==> src/rtl/ghr_ctrl_pkg.sv <==
// Shared definitions for the global-history speculation controller:
// controller states and the history shift rule also used by the predictor.
package ghr_ctrl_pkg;

    typedef enum logic {
        ST_RUN     = 1'b0,
        ST_RECOVER = 1'b1
    } state_t;

    localparam int GHL_MAX = 64;

    // Newest outcome enters at bit len-1 and the LSB drops out; callers
    // pass a zero-extended history of length len and cast the result back.
    function automatic logic [GHL_MAX-1:0] hist_shift(
        input logic [GHL_MAX-1:0] h,
        input logic               b,
        input int unsigned        len
    );
        return (h >> 1) | (GHL_MAX'(b) << (len - 1));
    endfunction

endpackage

==> src/rtl/branch_outcome_fifo.sv <==
// In-order queue of predicted directions for outstanding branches, with a
// single-cycle flush used when a misprediction squashes all younger entries.
module branch_outcome_fifo #(
    parameter  int DEPTH = 4,
    localparam int PW    = $clog2(DEPTH)
) (
    input  logic          clk,
    input  logic          rst,
    input  logic          push,
    input  logic          din,
    input  logic          pop,
    input  logic          flush,
    output logic          dout,
    output logic [PW-1:0] wr_ptr,
    output logic [PW:0]   count
);

    logic [DEPTH-1:0] mem;
    logic [PW-1:0]    rd_ptr;

    // NOTE: the storage array carries no reset; an entry is only ever read
    // after it was written, so clearing it would buy nothing.
    always_ff @(posedge clk) begin
        if (push && !flush)
            mem[wr_ptr] <= din;
    end

    // NOTE: state flops use non-blocking assignments so every register in
    // the design samples pre-edge values regardless of process order.
    always_ff @(posedge clk or posedge rst) begin
        if (rst) begin
            wr_ptr <= '0;
            rd_ptr <= '0;
            count  <= '0;
        end else if (flush) begin
            wr_ptr <= '0;
            rd_ptr <= '0;
            count  <= '0;
        end else begin
            if (push)
                wr_ptr <= wr_ptr + PW'(1);
            if (pop)
                rd_ptr <= rd_ptr + PW'(1);
            case ({push, pop})
                2'b10:   count <= count + (PW+1)'(1);
                2'b01:   count <= count - (PW+1)'(1);
                default: count <= count;
            endcase
        end
    end

    assign dout = mem[rd_ptr];

endmodule

==> src/rtl/ghr_spec_controller.sv <==
// Speculative / committed global history sequencing for a TAGE predictor,
// with in-order resolution and one-cycle recovery after a misprediction.
module ghr_spec_controller
    import ghr_ctrl_pkg::*;
#(
    parameter  int GHL   = 8,
    parameter  int DEPTH = 4,
    localparam int PW    = $clog2(DEPTH)
) (
    input  logic           clk,
    input  logic           rst,
    input  logic           pred_valid,
    input  logic           pred_taken,
    output logic           pred_ready,
    output logic [PW-1:0]  pred_tag,
    input  logic           res_valid,
    input  logic           res_taken,
    output logic [GHL-1:0] ghr_spec,
    output logic [GHL-1:0] ghr_commit,
    output logic           mispredict,
    output logic [PW:0]    outstanding,
    output logic           res_err
);

    state_t         state, state_next;
    logic           accept, resolve, wrong;
    logic           queued_taken;
    logic [GHL-1:0] spec_shifted, commit_shifted;

    assign accept  = pred_valid && pred_ready;
    assign resolve = res_valid && (state == ST_RUN) && (outstanding != '0);
    assign wrong   = resolve && (queued_taken != res_taken);

    assign spec_shifted   = GHL'(hist_shift(GHL_MAX'(ghr_spec), pred_taken, GHL));
    assign commit_shifted = GHL'(hist_shift(GHL_MAX'(ghr_commit), res_taken, GHL));

    // A squashed accept is simply never pushed; the flush wins anyway.
    branch_outcome_fifo #(.DEPTH(DEPTH)) u_fifo (
        .clk    (clk),
        .rst    (rst),
        .push   (accept && !wrong),
        .din    (pred_taken),
        .pop    (resolve && !wrong),
        .flush  (wrong),
        .dout   (queued_taken),
        .wr_ptr (pred_tag),
        .count  (outstanding)
    );

    always_ff @(posedge clk or posedge rst) begin
        if (rst)
            state <= ST_RUN;
        else
            state <= state_next;
    end

    // NOTE: defaulting next-state first keeps this block free of latches.
    always_comb begin
        state_next = state;
        case (state)
            ST_RUN:     if (wrong) state_next = ST_RECOVER;
            ST_RECOVER: state_next = ST_RUN;
            default:    state_next = ST_RUN;
        endcase
    end

    always_comb begin
        pred_ready = 1'b0;
        if (state == ST_RUN)
            pred_ready = (outstanding < (PW+1)'(DEPTH));
    end

    always_ff @(posedge clk or posedge rst) begin
        if (rst) begin
            ghr_spec   <= '0;
            ghr_commit <= '0;
            mispredict <= 1'b0;
            res_err    <= 1'b0;
        end else begin
            if (wrong)
                ghr_spec <= commit_shifted;
            else if (accept)
                ghr_spec <= spec_shifted;
            if (resolve)
                ghr_commit <= commit_shifted;
            mispredict <= wrong;
            if (res_valid && ((state == ST_RECOVER) || (outstanding == '0)))
                res_err <= 1'b1;
        end
    end

endmodule

==> config.mk <==
export PLATFORM = sky130hd
export DESIGN_NAME = ghr_spec_controller
export DESIGN_NICKNAME = d
export VERILOG_FILES = /design/src/rtl/ghr_ctrl_pkg.sv /design/src/rtl/branch_outcome_fifo.sv /design/src/rtl/ghr_spec_controller.sv
export SDC_FILE = /design/constraint.sdc
export NUM_CORES = 1
export LEC_CHECK = 0
export ABC_AREA = 1
export CORE_MARGIN = 2
export CORE_UTILIZATION = 30
export CTS_CLUSTER_SIZE = 12
export DETAILED_ROUTE_END_ITERATION = 10
export GPL_TIMING_DRIVEN = 0
export PLACE_DENSITY_LB_ADDON = 0.1
export SYNTH_ARGS = -nofsm -noshare
export SYNTH_HDL_FRONTEND = slang
export SYNTH_SLANG_ARGS = --single-unit
==> constraint.sdc <==
create_clock -name clk -period 6 [get_ports clk]
set_input_delay 1.2 -clock clk [delete_from_list [all_inputs] [get_ports clk]]
set_output_delay 1.2 -clock clk [all_outputs]
set_load 0.05 [all_outputs]
Word-level counts from Yosys, hierarchy flattened:

Index checks and enable logic that the tools add are counted.

* magnitude comparators: 4
* bitwise operators: 3
* add/subtract/negate cells: 4
* reduce and logical (&&, ||, !) cells: 17
* eq/ne operators: 3
* mux-type cells: 16

Operators with widths (count)
* $mux 8: 2
* $or 7x8->8: 2
* $logic_and 1x1->1: 9
* $mux 2: 4
* $lt 2x3->1 const B: 2
* $pmux 3 s2: 1
* $reduce_bool 2->1: 3
* $reduce_bool 3->1: 2
* $add 2x1->2 const B: 2
* $bwmux 4: 1
* $mux 1: 4
* $add 3x1->3 const B: 1
* $logic_not 3->1: 1
* $lt 3x3->1 const B: 1
* $mux 3: 1
* $sub 3x1->3 const B: 1
* $bmux 1 s2: 1
* $demux 1 s2: 1
* $eq 2x1->1 const B: 1
* $eq 2x2->1 const B: 1
* $ge 2x1->1 const B: 1
* $pmux 1 s2: 1
* $logic_not 1->1: 1
* $logic_or 1x1->1: 1
* other kinds (2): 2

* bits of input ports: 6
* word-level logic and storage cells: 56
* register bits after elaboration: 30

Logic depth before layout (Yosys ltp):

Gate-level depths: netlist of the first run.

* depth after elaboration: 9
* depth in mapped cells: 14

By module:

From an unflattened synthesis of the first run, not the netlist that was laid out.

* cell total of the unflattened synthesis: 170
* area total of the unflattened synthesis: 1517.7 µm²

By module, submodules not included
* ghr_spec_controller: area an instance 904.6 µm², times used 1, cells an instance 100
* branch_outcome_fifo: area an instance 613.1 µm², times used 1, cells an instance 70

Worst setup path before layout of the first run:

OpenSTA, ideal clock, no wires.

* path kind: reg2reg
* from: register u_fifo.count[2]
* to: register u_fifo.count[2]
* data required time: 5886 ps
* stages on the path, launching flop included: 12
* data arrival time: 3036 ps
* setup slack: 2850 ps
* library setup time: 114 ps
* path through: dfrtp_1 -> nor2_1 -> nand2_2 -> inv_1 -> nand2_1 -> ha_1 -> fa_1 -> a21oi_1 -> o21ai_0 -> or2_2 -> nand3_1 -> inv_1

* elaborated cells between the ends (all ways): 16
* those cells by class: add/sub: 2; order compare: 1; eq/ne: 2; mux: 3; reduce/logical: 8

RTL lines
* start, declared: RTL line branch_outcome_fifo.sv:15 `output logic [PW:0] count`
* start signal, assigned: RTL line branch_outcome_fifo.sv:45 `2'b10: count <= count + (PW+1)'(1);`
* start signal, assigned: RTL line branch_outcome_fifo.sv:46 `2'b01: count <= count - (PW+1)'(1);`
* start signal, assigned: RTL line branch_outcome_fifo.sv:47 `default: count <= count;`
* $lt 3x3->1 (*): RTL line ghr_spec_controller.sv:70 `pred_ready = (outstanding < (PW+1)'(DEPTH));`
* $mux 1 (*): RTL line ghr_spec_controller.sv:69 `if (state == ST_RUN)`
* via pred_ready: RTL line ghr_spec_controller.sv:14 `output logic pred_ready,`
* $logic_and 1x1->1 (*): RTL line ghr_spec_controller.sv:30 `assign accept = pred_valid && pred_ready;`
* $logic_and 1x1->1 (*): RTL line ghr_spec_controller.sv:41 `.push (accept && !wrong),`
* $eq 2x1->1 or $eq 2x2->1 (tied branches): RTL line branch_outcome_fifo.sv:44 `case ({push, pop})`
* $pmux 3 s2: RTL line branch_outcome_fifo.sv:44
* $mux 3: RTL line branch_outcome_fifo.sv:35 `end else if (flush) begin`

The timed path passes the listed nets; every way through them passes the cells marked *.
A chain may end at the register's enable or synchronous reset.

Worst setup path in the final report of the first run:

* from: input res_taken
* to: register u_fifo.count[2]

* longest elaborated chain between the ends: 7
* elaborated cells between the ends (all ways): 10
* those cells by class: eq/ne: 3; mux: 2; reduce/logical: 5

Ends and longest elaborated chain
* start, declared: RTL line ghr_spec_controller.sv:17 `input logic res_taken,`
* $ne 1x1->1 (*): RTL line ghr_spec_controller.sv:32 `assign wrong = resolve && (queued_taken != res_taken);`
* $logic_and 1x1->1 (*): RTL line ghr_spec_controller.sv:32
* $logic_not 1->1: RTL line ghr_spec_controller.sv:41, ghr_spec_controller.sv:43
* $logic_and 1x1->1, on equally long branches: RTL line ghr_spec_controller.sv:43, ghr_spec_controller.sv:41
* $eq 2x1->1 or $eq 2x2->1 (tied branches): RTL line branch_outcome_fifo.sv:44
* $pmux 3 s2: RTL line branch_outcome_fifo.sv:44
* $mux 3: RTL line branch_outcome_fifo.sv:35

Every way passes the cells marked *; elsewhere a longest branch is shown, timed or not.

==> metrics.txt, run 1 <==
# TYPE chip_impl_metric gauge
chip_impl_metric{name="initial_core_util",unit="%"} 31.3
chip_impl_metric{name="routabilityCongestion",unit=""} 0.775
chip_impl_info{name="timing_worst_setup_path_type",value="in2reg"} 1
chip_impl_metric{name="setup_viol_count_final",unit=""} 0
chip_impl_metric{name="syn-instance-count",unit=""} 158
chip_impl_metric{name="ys_warnings",unit=""} 0
chip_impl_metric{name="min_period",unit="ns"} 3.33
chip_impl_metric{name="synthToLayoutAreaGrowth",unit="%"} 30.7
chip_impl_metric{name="final_net_count",unit=""} 206
chip_impl_metric{name="preCtsSetupSlack",unit="ns"} 2.37
chip_impl_metric{name="ant_nets",unit=""} 0
chip_impl_metric{name="io_buffer_count",unit=""} 29
chip_impl_metric{name="avgRoutedWirePerCell",unit="microns"} 12.5
chip_impl_metric{name="netSwitchingPower",unit="mW"} 0.615
chip_impl_metric{name="place_hpwl",unit="microns"} 2230
chip_impl_metric{name="drt_drc_violations_left",unit=""} 0
chip_impl_metric{name="routed-via-count",unit=""} 1150
chip_impl_metric{name="chipHeight",unit="microns"} 74.7
chip_impl_metric{name="cts_post_setup_buffers_inserted",unit=""} 0
chip_impl_info{name="rsz_0062_raised_after_global_routing",value="no"} 1
chip_impl_metric{name="drt_wl_total",unit="microns"} 3250
chip_impl_metric{name="critical_path.max_fanout",unit=""} 8
chip_impl_metric{name="grt_usage",unit="%"} 13.0
chip_impl_metric{name="standard_cell_rows",unit=""} 25
chip_impl_metric{name="cts-buffers-inserted",unit=""} 5
chip_impl_metric{name="cts_hold_buf",unit=""} 0
chip_impl_metric{name="cts-resized-gates",unit=""} 0
chip_impl_metric{name="seqPwrFrac",unit="%"} 28.3
chip_impl_info{name="synth_flop_cell",value="dfrtp_1"} 1
chip_impl_metric{name="power.density_cell_area",unit="nW/um^2"} 629
chip_impl_metric{name="vdd.ir_drop.worst",unit="mV"} 0.278
chip_impl_metric{name="power_leakage",unit="nW"} 0.925
chip_impl_metric{name="drt-pass1-iter-count",unit=""} 4
chip_impl_metric{name="ctsLongestPathBuffers",unit=""} 2
chip_impl_metric{name="synth.lib_cells_used.distinct",unit=""} 24
chip_impl_metric{name="headroom_to_the_max_slew_limit",unit="%"} 31.2
chip_impl_metric{name="pin_count_of_the_biggest_net_entering_global_routing",unit=""} 27
chip_impl_metric{name="design.die.area",unit="sq um"} 5580
chip_impl_metric{name="antenna-diode-count",unit=""} 0
chip_impl_metric{name="routed_via_count_divided_by_cell_count",unit=""} 4.41
chip_impl_metric{name="synth_sequential_area_ratio",unit="%"} 51.4
chip_impl_metric{name="ff2ff_setup_slack",unit="ns"} 3.44
chip_impl_metric{name="worstSkewPairLatency",unit="ns"} 0.28
chip_impl_metric{name="max_freq",unit="MHz"} 300
chip_impl_info{name="hp-class",value="reg2reg"} 1
chip_impl_info{name="result_of_the_run",value="complete, no violations"} 1
chip_impl_metric{name="power.share.clock",unit="%"} 13.3
chip_impl_metric{name="die_width",unit="microns"} 74.7
chip_impl_metric{name="yosys_register_bits",unit=""} 30
chip_impl_metric{name="fraction_of_synthesis_flops_using_an_asynchronous_set_or_reset_pin",unit="%"} 86.7
chip_impl_metric{name="synth_area_per_cell",unit="sq um"} 9.49
chip_impl_metric{name="timing.final.max_slew_violations",unit=""} 0
chip_impl_info{name="tritoncts",value="done"} 1
chip_impl_metric{name="design.portCount",unit=""} 30
chip_impl_metric{name="required_worst_endpoint",unit="ns"} 6.18
chip_impl_metric{name="synth_fp_nets",unit=""} 170
chip_impl_info{name="timing.critical_path.to_type",value="flop"} 1
chip_impl_metric{name="mappedNetlistArea",unit="sq um"} 1500
chip_impl_info{name="synth.top_cells.by_area",value="dfrtp_1 43%, nand3_1 11%, edfxtp_1 8.0%"} 1
chip_impl_metric{name="post_route_setup_tns",unit="ns"} 0
chip_impl_metric{name="cp_data_arrival_time",unit="ns"} 3.51
chip_impl_metric{name="finalHoldViolCount",unit=""} 0
chip_impl_metric{name="antenna_found_initial",unit=""} 0
chip_impl_metric{name="final_min_period_over_clock_period",unit="%"} 55.6
chip_impl_metric{name="globalRouteOverflowTotal",unit=""} 0
chip_impl_info{name="critical_path.startpoint_type",value="input port"} 1
chip_impl_info{name="yosysTopAreaCell",value="dfrtp_1"} 1
chip_impl_metric{name="synth.top_cell.area_share",unit="%"} 43.4
chip_impl_metric{name="postLayoutSetupSlackWorst",unit="ns"} 2.67
chip_impl_metric{name="core_area",unit="sq um"} 4790
chip_impl_metric{name="p_int",unit="mW"} 0.618
chip_impl_metric{name="switching_share",unit="%"} 49.9
chip_impl_metric{name="synth-edff-count",unit=""} 4
chip_impl_metric{name="global_route_wire_length_before_repair",unit="microns"} 5190
chip_impl_metric{name="drt-initial-drc-count",unit=""} 42
chip_impl_metric{name="cts.sinks",unit=""} 30
chip_impl_info{name="yosysMostFrequentCell",value="nand3_1"} 1
chip_impl_metric{name="first_global_vias",unit=""} 1050
chip_impl_metric{name="maxCapViolations",unit=""} 0
chip_impl_metric{name="h-tree-depth",unit=""} 2
chip_impl_info{name="cts.root.buffer_cell",value="clkbuf_8"} 1
chip_impl_metric{name="tightest_slew",unit="ns"} 1.03
chip_impl_metric{name="finClkSkew",unit="ns"} 0.00358
chip_impl_metric{name="layout-drive-gt1-share",unit="%"} 13.9
chip_impl_info{name="ys_top_cells_by_count",value="34 x nand3_1, 26 x dfrtp_1, 26 x nand2_1"} 1
chip_impl_metric{name="worst_setup_hold_path_clk_slew",unit="ns"} 0.06
chip_impl_metric{name="share_comb_of_total_power",unit="%"} 58.3
## sequential cells by signal (all words and copies together) (netlist names)
name	count
u_fifo.wr_ptr	2
mispredict	1
ghr_commit	8
state	1
u_fifo.count	3
ghr_spec	8
u_fifo.rd_ptr	2
res_err	1
u_fifo.mem	4
## layer usage
metal  vias to the layer above  GRT usage, %  wire length, microns
li1                        583             -                     -
met1                       534          18.0                  1580
met2                        27          18.8                  1470
met3                         6          4.42                   157
met4                         0          5.36                    52
met5                         -             0                     0
## cell type report
class,count,area (sq um)
Tap cell,67,83.8
Clock buffer,7,86.3
Multi-Input combinational cell,101,597
Inverter,23,86.3
Sequential cell,30,771
Buffer,4,45.0
Timing Repair Buffer,29,290
Fill cell,483,2830
## metrics by stage
step / hold WS (ns) / cells / total power, mW / util, % / instance area [sq um]
2_1_floorplan: 0.545 / 158 / 0.862 / - / 1500
3_3_place_gp: 0.441 / 254 / 1.07 / 39.1 / 1870
3_5_place_dp: 0.443 / 254 / 1.08 / 39.1 / 1870
4_1_cts: 0.456 / 261 / 1.25 / 40.9 / 1960
5_1_grt: 0.496 / 261 / 1.32 / 40.9 / 1960
6_report: 0.452 / 261 / 1.23 / 40.9 / 1960
## critical path: stages
cell and delay (ns):
clkdlybuf4s50_1 0.49, inv_1 0.15, nand2_2 0.08, nand3_4 0.11, nand2_1 0.17, ha_1 0.28, fa_1 0.39, a21oi_1 0.13
o21ai_0 0.11, or2_2 0.29, nand3_1 0.08, inv_1 0.04
## power groups by stage
stage	Clock, mW	Sequential (mW)	Combinational (mW)
finish	0.164	0.349	0.719
global route	0.181	0.362	0.782
CTS	0.170	0.351	0.727
detailed placement	0	0.354	0.725
global placement	0	0.351	0.716
floorplan	0	0.557	0.305
## path summary, 6_finish.rpt
| kind | from | to | cells after the start |
|---|---|---|---|
| max in group asynchronous | rst | ghr_spec[4]$_DFFE_PP0P_ | 2 |
| worst min register to register | res_err$_DFFE_PP0P_ | res_err$_DFFE_PP0P_ | 1 |
| worst min-delay path | res_err$_DFFE_PP0P_ | res_err$_DFFE_PP0P_ | 1 |
| worst max register to register | u_fifo.count[0]$_DFFE_PP0P_ | u_fifo.count[2]$_DFFE_PP0P_ | 13 |
| min in group asynchronous | rst | mispredict$_DFF_PP0_ | 2 |
| worst max-delay path | res_taken | u_fifo.count[2]$_DFFE_PP0P_ | 12 |
## cell usage in the layout (no fill, tap or decap)
| cell type | count |
|---|---|
| a21o_1 | 1 |
| a21oi_1 | 1 |
| buf_4 | 1 |
| buf_6 | 2 |
| buf_8 | 1 |
| clkbuf_1 | 1 |
| clkbuf_8 | 6 |
| clkdlybuf4s50_1 | 29 |
| dfrtp_1 | 26 |
| edfxtp_1 | 4 |
| fa_1 | 1 |
| ha_1 | 5 |
| inv_1 | 21 |
| inv_2 | 2 |
| mux2_2 | 1 |
| nand2_1 | 26 |
| nand2_2 | 6 |
| nand3_1 | 34 |
| nand3_2 | 5 |
| nand3_4 | 1 |
| nor2_1 | 7 |
| nor2_8 | 1 |
| o21a_1 | 1 |
| o21ai_0 | 8 |
| or2_2 | 1 |
| xnor2_1 | 1 |
| xor2_1 | 1 |
## logic make-up after synthesis
| logic type | Yosys count | synth area share (%) |
|---|---|---|
| AND/OR/NAND/NOR | 81 | 28.4 |
| flip-flops | 30 | 51.4 |
| buffers and inverters | 27 | 8.76 |
| AO/OA/AOI/OAI | 11 | 4.01 |
| adder cells (fa/ha/maj) | 6 | 5.51 |
| XOR/XNOR | 2 | 1.17 |
| multiplexers | 1 | 0.751 |
Note: power is estimated with default switching activity, not from simulation.
==> inputs of run 2 (changes only) <==
clock period = 2.9 ns   (was 6 ns; I/O delays follow)
==> run 2 against run 1 <==
Sequential power up 110%. Clock skew rose by 0.0034 ns. Die area is the same. Routed wire length shrank 1.8%. Via count increased by 1.6%. Setup slack worse by 2.4 ns. Critical path depth unchanged. Core utilization is 0.21 points higher. Sequential share of layout area down 0.20 points.
==> metrics.txt, run 2 (synthesized netlist as in run 1, its figures left out) <==
# TYPE chip_impl_metric gauge
chip_impl_metric{name="h-tree-depth",unit=""} 2
chip_impl_metric{name="cts-resized-gates",unit=""} 0
chip_impl_metric{name="cts_post_setup_buffers_inserted",unit=""} 0
chip_impl_metric{name="globalRouteOverflowTotal",unit=""} 0
chip_impl_metric{name="cts.sinks",unit=""} 30
chip_impl_info{name="rsz_0062_raised_after_global_routing",value="no"} 1
chip_impl_metric{name="num-fill-cells",unit=""} 485
chip_impl_metric{name="setup_viol_count_final",unit=""} 0
chip_impl_metric{name="finalHoldViolCount",unit=""} 0
chip_impl_metric{name="timing.final.max_slew_violations",unit=""} 0
chip_impl_metric{name="global_route_wire_length_before_repair",unit="microns"} 5130
chip_impl_metric{name="vdd.ir_drop.worst",unit="mV"} 0.521
chip_impl_metric{name="cp_data_arrival_time",unit="ns"} 2.83
chip_impl_metric{name="chipHeight",unit="microns"} 74.7
chip_impl_metric{name="drt_wl_total",unit="microns"} 3190
chip_impl_info{name="layout.cells.most_common",value="nand3_1"} 1
chip_impl_metric{name="finalInstanceArea",unit="sq um"} 1970
chip_impl_metric{name="final_min_period_over_clock_period",unit="%"} 91.2
chip_impl_metric{name="cts_hold_buf",unit=""} 0
chip_impl_metric{name="drt-initial-drc-count",unit=""} 47
chip_impl_metric{name="headroom_to_the_max_slew_limit",unit="%"} 31.0
chip_impl_metric{name="drt-pass1-iter-count",unit=""} 4
chip_impl_metric{name="routed-via-count",unit=""} 1168
chip_impl_info{name="hp-class",value="reg2reg"} 1
chip_impl_metric{name="synthToLayoutAreaGrowth",unit="%"} 31.4
chip_impl_metric{name="tightest_slew",unit="ns"} 1.03
chip_impl_metric{name="placed_area",unit="sq um"} 1880
chip_impl_metric{name="io_buffer_count",unit=""} 29
chip_impl_metric{name="ant_nets",unit=""} 0
chip_impl_metric{name="first_global_vias",unit=""} 1129
chip_impl_metric{name="antenna_found_initial",unit=""} 0
chip_impl_metric{name="antenna-diode-count",unit=""} 0
chip_impl_metric{name="max_freq",unit="MHz"} 378
chip_impl_metric{name="final_net_count",unit=""} 206
chip_impl_metric{name="maxCapViolations",unit=""} 0
chip_impl_metric{name="power_leakage",unit="nW"} 0.930
chip_impl_info{name="timing.critical_path.to_type",value="flop"} 1
chip_impl_metric{name="design.die.area",unit="sq um"} 5580
chip_impl_info{name="critical_path.startpoint_type",value="input port"} 1
chip_impl_metric{name="min_period",unit="ns"} 2.64
chip_impl_info{name="cts.root.buffer_cell",value="clkbuf_8"} 1
chip_impl_metric{name="layout-drive-gt1-share",unit="%"} 15.4
chip_impl_metric{name="required_worst_endpoint",unit="ns"} 3.08
chip_impl_metric{name="routabilityCongestion",unit=""} 0.776
chip_impl_metric{name="cts-buffers-inserted",unit=""} 5
chip_impl_metric{name="place_hpwl",unit="microns"} 2260
chip_impl_metric{name="power.density_cell_area",unit="nW/um^2"} 1300
chip_impl_metric{name="standard_cell_rows",unit=""} 25
chip_impl_metric{name="finClkSkew",unit="ns"} 0.00700
chip_impl_metric{name="grt_usage",unit="%"} 12.8
chip_impl_metric{name="critical_path.max_fanout",unit=""} 8
chip_impl_metric{name="finalHoldWorstSlack",unit="ns"} 0.454
chip_impl_metric{name="dpl.cell_count",unit=""} 254
chip_impl_metric{name="avgRoutedWirePerCell",unit="microns"} 12.2
chip_impl_metric{name="die_width",unit="microns"} 74.7
chip_impl_metric{name="routed_via_count_divided_by_cell_count",unit=""} 4.46
chip_impl_info{name="largest_registers",value="ghr_commit: 8 flops, ghr_spec: 8 flops, u_fifo.mem: 4 flops"} 1
chip_impl_metric{name="drt_drc_violations_left",unit=""} 0
chip_impl_metric{name="worst_setup_hold_path_clk_slew",unit="ns"} 0.06
chip_impl_metric{name="instances_no_fill",unit=""} 262
chip_impl_info{name="top_library_cells_by_usage_in_the_layout_fill_and_taps_aside",value="34 x nand3_1, 29 x clkdlybuf4s50_1, 26 x dfrtp_1"} 1
chip_impl_info{name="tritoncts",value="done"} 1
chip_impl_info{name="result_of_the_run",value="complete, no violations"} 1
chip_impl_metric{name="worstSkewPairLatency",unit="ns"} 0.28
chip_impl_info{name="timing_worst_setup_path_type",value="in2reg"} 1
chip_impl_metric{name="initial_core_util",unit="%"} 31.3
chip_impl_metric{name="core_area",unit="sq um"} 4790
chip_impl_metric{name="design.portCount",unit=""} 30
chip_impl_metric{name="ctsLongestPathBuffers",unit=""} 2
chip_impl_metric{name="pin_count_of_the_biggest_net_entering_global_routing",unit=""} 27
[run 2: changes by cell type in the layout (fill, tap and decap cells not counted)]
| cell | previous run | this run |
|---|---|---|
| clkinv_2 | 0 | 1 |
| nand2_1 | 26 | 25 |
| nand2_2 | 6 | 7 |
| nor2_1 | 7 | 6 |
| nor2_2 | 0 | 1 |
[run 2: critical path: stages]
cell and delay [ns]:
clkdlybuf4s50_1 0.49, inv_1 0.15, nand3_1 0.10, nand2_2 0.18
nor2_1 0.08, ha_1 0.22, fa_1 0.39, a21oi_1 0.12
o21ai_0 0.11, or2_2 0.28, nand3_1 0.08, inv_1 0.04
[run 2: routing by layer]
metal	global-route usage (%)	wire length [microns]	up-vias
li1	-	-	584
met1	17.2	1520	547
met2	18.3	1430	31
met3	4.42	192	6
met4	6.75	59	0
met5	0	0	-
[run 2: power by group]
group	internal (mW)	total (mW)	switching, mW
clock network	0.191	0.346	0.155
registers	0.589	0.725	0.136
logic	0.505	1.49	0.983
[run 2: area by class of cell]
class | instances | area [sq um] | area share [%]
multi-input combinational | 101 | 602 | 30.6
sequential | 30 | 771 | 39.1
inverter | 23 | 86.3 | 4.38
tap | 67 | 83.8 | 4.26
buffer | 4 | 45.0 | 2.29
clock buffer | 7 | 86.3 | 4.38
timing repair buffer | 29 | 290 | 14.7
clock inverter | 1 | 5.00 | 0.254
[run 2: worst paths after layout]
path / startpoint / slack, ns / cells after the start / endpoint
max: res_taken / 0.26 / 12 / u_fifo.count[2]$_DFFE_PP0P_
min: res_err$_DFFE_PP0P_ / 0.45 / 1 / res_err$_DFFE_PP0P_
max reg2reg: u_fifo.count[0]$_DFFE_PP0P_ / 0.43 / 13 / u_fifo.count[2]$_DFFE_PP0P_
min reg2reg: res_err$_DFFE_PP0P_ / 0.45 / 1 / res_err$_DFFE_PP0P_
max in group asynchronous: rst / 1.41 / 2 / ghr_spec[7]$_DFFE_PP0P_
min in group asynchronous: rst / 0.86 / 2 / ghr_spec[0]$_DFFE_PP0P_
[run 2: through the flow]
step                      total power [mW]  TNS, ns  worst slack, ns  util, %
after CTS                             2.59        0            0.216     41.1
after global routing                  2.75        0           0.0447     41.2
final                                 2.56        0            0.256     41.2
after floorplan                       1.79        0           0.0345        -
after global placement                2.21  -0.0549          -0.0549     39.2
after detailed placement              2.24  -0.0859          -0.0859     39.2
